File: src/rtl/updown_mod_counter.sv
// Up/down modulo-MODULUS counter with enable, synchronous load, and wrap-or-saturate boundaries.
// Emits registered wrap/load_clip event pulses and a combinational terminal-count flag.
module updown_mod_counter #(
    parameter int WIDTH     = 4,
    parameter int MODULUS   = 16,
    parameter int RESET_VAL = 0
) (
    input  logic             clk,
    input  logic             rst,
    input  logic             en,
    input  logic             up_dn,
    input  logic             load,
    input  logic [WIDTH-1:0] din,
    input  logic             sat,
    output logic [WIDTH-1:0] q,
    output logic             tc,
    output logic             wrap,
    output logic             load_clip
);

    generate
        if (WIDTH < 1 || WIDTH > 16 || MODULUS < 2 || MODULUS > (1 << WIDTH) ||
            RESET_VAL < 0 || RESET_VAL >= MODULUS) begin : g_bad_params
            $fatal(1, "updown_mod_counter: illegal WIDTH/MODULUS/RESET_VAL combination");
        end
    endgenerate

    // Upper bound kept in WIDTH bits so MODULUS == 2**WIDTH never needs an extra bit.
    localparam logic [WIDTH-1:0] MAX_VAL = WIDTH'(MODULUS - 1);
    localparam logic [WIDTH-1:0] RST_Q   = WIDTH'(RESET_VAL);

    logic [WIDTH-1:0] q_next;
    logic             wrap_next;
    logic             clip_next;

    always_comb begin
        q_next    = q;
        wrap_next = 1'b0;
        clip_next = 1'b0;
        if (load) begin
            if (din > MAX_VAL) begin
                q_next    = MAX_VAL;
                clip_next = 1'b1;
            end else begin
                q_next = din;
            end
        end else if (en) begin
            if (up_dn) begin
                if (q != MAX_VAL) begin
                    q_next = q + WIDTH'(1);
                end else if (!sat) begin
                    q_next    = '0;
                    wrap_next = 1'b1;
                end
            end else begin
                if (q != '0) begin
                    q_next = q - WIDTH'(1);
                end else if (!sat) begin
                    q_next    = MAX_VAL;
                    wrap_next = 1'b1;
                end
            end
        end
    end

    always_ff @(posedge clk or negedge rst) begin
        if (!rst) begin
            q         <= RST_Q;
            wrap      <= 1'b0;
            load_clip <= 1'b0;
        end else begin
            q         <= q_next;
            wrap      <= wrap_next;
            load_clip <= clip_next;
        end
    end

    // Terminal count tracks up_dn with no clock in between.
    assign tc = up_dn ? (q == MAX_VAL) : (q == '0);

endmodule

File: config.mk
export PLATFORM = sky130hd
export DESIGN_NAME = updown_mod_counter
export DESIGN_NICKNAME = d
export VERILOG_FILES = /design/src/rtl/updown_mod_counter.sv
export SDC_FILE = /design/constraint.sdc
export NUM_CORES = 1
export LEC_CHECK = 0
export CORE_AREA = 3 3 40 42
export DETAILED_ROUTE_END_ITERATION = 8
export DIE_AREA = 0 0 43 45
export GPL_ROUTABILITY_DRIVEN = 1
export SYNTH_ARGS = -nofsm -noshare
export SYNTH_HDL_FRONTEND = slang
export SYNTH_SLANG_ARGS = --single-unit
File: constraint.sdc
create_clock -name clk -period 2.2 [get_ports clk]
set_input_delay 0.44 -clock clk [delete_from_list [all_inputs] [get_ports clk]]
set_output_delay 0.44 -clock clk [all_outputs]
set_load 0.01 [all_outputs]
# --- Word level (Yosys, flattened, before mapping) ---
# Index checks and enable logic that the tools add are counted.
totals:
  input_bits: 10
  reg_bits: 6
classes:
  muxes: 17
  addsub: 2
  n_reduce_logical: 4
  n_lt_le_gt_ge: 1
  n_eq_ne: 4
ops:
  columns: ["op", "count"]
  rows:
  - ["$mux W4", 8]
  - ["$mux W1", 9]
  - ["$ne A4 B3 Y1 const B", 2]
  - ["$add A4 B1 Y4 const B", 1]
  - ["$eq A4 B4 Y1 const B", 1]
  - ["$gt A4 B4 Y1 const B", 1]
  - ["$logic_not A4 Y1", 1]
  - ["$ne A4 B4 Y1 const B", 1]
  - ["$reduce_bool A4 Y1", 1]
  - ["$sub A4 B1 Y4 const B", 1]
  - ["$reduce_and A3 Y1", 1]
  - ["$reduce_bool A2 Y1", 1]

# --- Logic depth before layout (Yosys ltp) ---
# Gate-level depths: netlist (run 1).
logic_depth:
  ltp_word: 5
  mapped_depth: 7

# --- Least setup slack after synthesis (run 1) ---
# Ideal clock, no wire load.
synth_path:
  path_type: "register to register"
  startpoint: "register q[0]"
  endpoint: "register q[2]"
  required_ps: 2075
  setup_ps: 125
  setup_slack_ps: 291
  stages_incl_launch_ff: 8
  t_arrival_ps: 1785
  cell_sequence: "dfrtp_1 > inv_1 > ha_1 > or4b_1 > o21ai_2 > a211o_2 > xnor2_1 > mux2_2"
synth_between:
  elab_chain_cells: 5
synth_rtl:
  columns: ["element", "line_no", "rtl"]
  rows:
  - ["from (decl)", "15", "output logic [WIDTH-1:0] q,"]
  - ["from (signal assigned)", "72", "q <= q_next;"]
  - ["$sub A4 B1 Y4, or another cell as far along", "57", "q_next = q - WIDTH'(1);"]
  - ["$mux W4 (on tied branches)", "56, 49", null]
  - ["$mux W4", "48", "if (up_dn) begin"]
  - ["$mux W4", "47", "end else if (en) begin"]
  - ["$mux W4", "40", "if (load) begin"]
# Several ways; a longest one is shown, not always the timed one. The select of a mux whose other input is x is not followed.
# A chain may end at the register's enable or synchronous reset.

# --- Final worst setup path (run 1) ---
layout_path:
  startpoint: "input port up_dn"
  endpoint: "output port tc"
layout_between:
  elab_chain_cells: 1
layout_rtl:
  columns: ["element", "line_no", "rtl"]
  rows:
  - ["from (decl)", "11", "input logic up_dn,"]
  - ["$mux W1", "79", "assign tc = up_dn ? (q == MAX_VAL) : (q == '0);"]
  - ["to (decl)", "16", "output logic tc,"]
# No other way between the ends.

==> results of run 1 <==
-- cell type report --
type                       count  area (sq um)
inverter                       5          18.8
clock buffer                   4          26.3
sequential                     5           125
fill                         123           644
multi-input combinational     35           246
tap                           15          18.8
timing repair buffer          23           205
-- path summary, 6_finish.rpt --
check / from / endpoint / slack (ns) / cells past startpoint
setup / recovery: up_dn / tc / 0.13 / 4
setup reg to reg: q[0] / q[2] / 0.29 / 8
max in group asynchronous: rst / wrap / 1.60 / 1
hold / removal: rst / q[0] / 0.42 / 1
hold reg to reg: q[0] / q[0] / 0.71 / 3
min in group clk: q[0] / q[0] / 0.71 / 3
-- metal layers --
metal	track usage	vias up
met1	0.125	174
met2	0.198	14
met4	0.114	0
met5	0	-
li1	-	213
met3	0.0239	3
-- state kept, by name (all words and copies together) (netlist names) --
register  flops
q             4
wrap          1
-- logic make-up after synthesis --
family          count (synthesis)
simple gates                   12
xor+xnor                        2
flops                           5
buf+inv                         6
other cells                     1
fa+ha+maj                       2
compound gates                 14
mux                             4
-- synth_stat cells (2+ instances only) --
cell type	count	area share
a21oi_1	6	0.075
dfrtp_1	5	0.31
inv_1	5	0.047
o21ai_0	4	0.050
mux2i_1	3	0.075
nand2_1	3	0.028
ha_1	2	0.063
nand3_1	2	0.025
nor4b_1	2	0.044
xnor2_1	2	0.044
-- power breakdown --
part           internal (mW)  leakage, nW  switching (mW)
logic                 0.0988        0.218          0.0798
clock network         0.0685       0.0150          0.0372
registers              0.104       0.0611         0.00526
-- repair_timing --
item | 4_1_cts | 5_1_grt
pin swaps | 0 | 0
buffers inserted | 0 | 0
gates resized for setup | 2 | 1
endpoints found under the setup margin | 1 | 1
-- worst register-to-register path, cell delays in order (launching register included) --
cell     delay (ns)
dfrtp_1        0.36
buf_4          0.16
ha_1           0.23
nand3_1        0.13
o21ai_2        0.07
buf_4          0.13
a211o_2        0.33
xnor2_1        0.13
mux2_2         0.26
==> impl_metrics.toml, run 1 <==
[critical_path]
crit_fanout = 2
slowest_stage = "or4b_1"
criticalPathCategory = "in2out"
crit_buf_inv = 2
critPathLaunchType = "input pin"
endpoint_kind = "output port"
worstPathRequired_ns = 1.76
cp_top_family = "buffers and inverters"
arrival_ns = 1.63
crit_path_max_incr_delay_ns = 0.53
crit_chain = "clkdlybuf4s50_1 -> or4b_1 -> o21ai_2 -> clkbuf_2"

[sta]
min_period_over_period = 0.941
period_minus_slack_ns = 2.07
max_freq_ghz = 0.483
rsz0062_at_grt = "false"
drv_slew = 0
finalHoldViolCount = 0
timing.setup.tns_ns = 0
setup_viol = 0
hold-worst-slack_ns = 0.417
worst_slack_ns = 0.130
skew_ns = 0.000505

[synth]
synth_xor_area_frac = 0.0440
synth-compound-area-share = 0.214
syn_area_per_cell_sq_um = 8.65
synthDistinctLibCells = 22
synth-adder-area-share = 0.0629
synth_top_family_by_area = "compound AO/OA/AOI/OAI gates"
synth-edff-count = 0
ys_ff_latch = 5
syn_nets = 58
ys_seq_area_frac = 0.314
synth-simple-area-share = 0.186
yosysWarnings = 0
synthFlopType = "dfrtp_1"
syn-cell-area_sq_um = 398
synth.area.mux_share = 0.104
synthArstFlopShare = 1.00
synth_cells = 46

[grt]
grt_pass1_vias = 396
track_usage = 0.119
overflow = 0
grt_max_degree = 9
antenna_found_initial = 0
grt_pass1_wl_mm = 1.63

[layout]
fin_cells = 87
post-route-util = 0.499
final_cell_mix = "14 x clkdlybuf4s50_1, 8 x buf_4, 6 x a21oi_1, 5 x inv_1, 5 x dfrtp_1"
antenna_cells = 0
drive_above_1_share = 0.222
nNetsFinal = 85
final_common_cell = "clkdlybuf4s50_1"
final_cell_area_sq_um = 641
area_growth_pct = 61.0

[run]
cap_violations = 0

[drt]
drt-met1-wl_um = 424
drt-wirelength-per-cell_um = 11.2
vias = 404
drc = 0
routed_wl_um = 974
viasPerCell = 4.64
top_layer = "met4"
first_pass_iters = 4
antenna_left = 0
met2_length_um = 462
dr_wl_met3_um = 57
drtIter0Drc = 7

[place]
finalWeightedCongestion = 0.752
dpl_cell_area_sq_um = 619
hpwl_um = 792
io_buffers = 15
place_ws_ns = -0.273
place_inst = 83

[floorplanning]
die_y_um = 45
core_sq_um = 1280
dieArea_sq_um = 1940
initial_utilization = 0.310
die_x_um = 43
row_count = 13
num_io_pins = 17

[pwr]
p_per_area_nw_per_um2 = 614
p_leak_nw = 0.295
finalPower_mw = 0.393
vdd_drop_max_mv = 0.304

[cts]
htreeDepth = 1
numCtsBuffers = 3
clock_sinks = 5
cts.clk_slew.worst_paths_ns = 0.04
ctsHoldBuffers = 0
clkLatencyLatePin_ns = 0.24
cts-root-buf = "clkbuf_4"
cts_tree = "built"
cts_buffer_depth = 2

[outcome]
status = "finished clean"

[min_path]
holdCritPathClass = "in2async"
(Power assumes the default switching activity.)
==> run 2: changes to the inputs <==
Settings changed: CTS_BUF_LIST set to sky130_fd_sc_hd__clkbuf_8.
==> impl_metrics.toml, run 2 (synthesis results as in run 1) <==
[drt]
drt-wirelength-per-cell_um = 11.3
drtIter0Drc = 4
antenna_left = 0
first_pass_iters = 4
vias = 405
viasPerCell = 4.66
routed_wl_um = 981
drc = 0

[sta]
finalHoldViolCount = 0
min_period_over_period = 0.941
rsz0062_at_grt = "false"
skew_ns = 0.00205
setup_viol = 0
max_freq_ghz = 0.483
drv_slew = 0
timing.setup.tns_ns = 0
period_minus_slack_ns = 2.07

[layout]
final_cell_area_sq_um = 659
fillers = 122
area_growth_pct = 65.7
post-route-util = 0.513
fin_cells = 87
nNetsFinal = 85
largest_reg_flops = 4
final_common_cell = "clkdlybuf4s50_1"
drive_above_1_share = 0.222
largest-register = "q"
antenna_cells = 0
top_regs = "q: 4 flops, wrap: 1 flops"
final_cell_mix = "14 x clkdlybuf4s50_1, 8 x buf_4, 6 x inv_1, 6 x a21oi_1, 5 x dfrtp_1"

[grt]
grt_pass1_vias = 394
grt_pass1_wl_mm = 1.63
grt_max_degree = 9
antenna_found_initial = 0
overflow = 0
track_usage = 0.119

[pwr]
vdd_drop_max_mv = 0.395
p_leak_nw = 0.306
p_per_area_nw_per_um2 = 686
finalPower_mw = 0.452

[cts]
cts_buffer_depth = 2
htreeDepth = 1
clock_sinks = 5
clkLatencyLatePin_ns = 0.22
cts-resized-gates = 2
cts_setup_buffers = 0
cts_tree = "built"
ctsHoldBuffers = 0
cts-root-buf = "clkbuf_8"
numCtsBuffers = 3
cts.clk_slew.worst_paths_ns = 0.04

[place]
dpl_cell_area_sq_um = 619
finalWeightedCongestion = 0.752
place_inst = 83
hpwl_um = 792
io_buffers = 15

[floorplanning]
row_count = 13
die_x_um = 43
initial_utilization = 0.310
num_io_pins = 17
dieArea_sq_um = 1940
die_y_um = 45
core_sq_um = 1280

[critical_path]
crit_chain = "clkdlybuf4s50_1 -> or4b_1 -> o21ai_2 -> clkbuf_2"
reg2regPathDepth = 8
crit_fanout = 2
reg2reg_slack_ns = 0.29
endpoint_kind = "output port"
reg2reg_from = "q[0]"
crit_path_max_incr_delay_ns = 0.53
r2r_end = "q[2]"
startpoint = "up_dn"
arrival_ns = 1.63
cp-endpoint = "tc"
cp_top_family = "buffers and inverters"
crit_cells = 4
critPathLaunchType = "input pin"
slowest_stage = "or4b_1"
worstPathRequired_ns = 1.76
crit_buf_inv = 2
criticalPathCategory = "in2out"

[run]
cap_violations = 0

[min_path]
holdCritPathClass = "in2async"

[outcome]
status = "finished clean"
## run 2: changes by cell type in the layout (fill, tap and decap cells not counted)
| cell | change |
|---|---|
| inv_1 | +1 |
| clkbuf_4 | -3 |
| clkbuf_1 | -1 |
| clkbuf_8 | +3 |
## run 2: area by class of cell
type	instances	area [sq um]	share of cell area
Multi-Input combinational cell	35	246	0.374
Timing Repair Buffer	23	205	0.311
Clock inverter	1	3.75	0.00569
Inverter	5	18.8	0.0285
Sequential cell	5	125	0.190
Clock buffer	3	41.3	0.0626
Tap cell	15	18.8	0.0285
## run 2: worst min path at each step
stage | endpoint | slack (ns) | depth (start not counted)
CTS | q[0] | 0.44 | 1
detailed placement | q[3] | 0.68 | 1
global placement | wrap | 0.68 | 1
floorplan | q[0] | 0.14 | 0
finish | q[0] | 0.44 | 1
global route | wrap | 0.46 | 1
## run 2: where the power goes
group / leakage [nW] / total (mW) / switching, mW / internal [mW]
sequential: 0.0611 / 0.109 / 0.00525 / 0.104
clock: 0.0269 / 0.164 / 0.0446 / 0.120
combinational: 0.218 / 0.179 / 0.0799 / 0.0988
total: 0.306 / 0.452 / 0.130 / 0.322
## run 2: per-layer routing
| metal | part of all wire | track usage | routed length, um | vias to the layer above |
|---|---|---|---|---|
| met4 | 0.014 | 0.114 | 14 | 0 |
| met3 | 0.052 | 0.0239 | 51 | 2 |
| li1 | - | - | - | 213 |
| met1 | 0.44 | 0.125 | 431 | 177 |
| met2 | 0.49 | 0.198 | 484 | 13 |
| met5 | 0 | 0 | 0 | - |
## run 2: per-stage QoR
| step | hold slack (ns) | setup slack, ns |
|---|---|---|
| after CTS | 0.442 | 0.0174 |
| after detailed placement | 0.680 | -0.273 |
| after floorplan | 0.144 | 0.291 |
| after global placement | 0.675 | -0.250 |
| final | 0.440 | 0.130 |
| after global routing | 0.459 | 0.0944 |
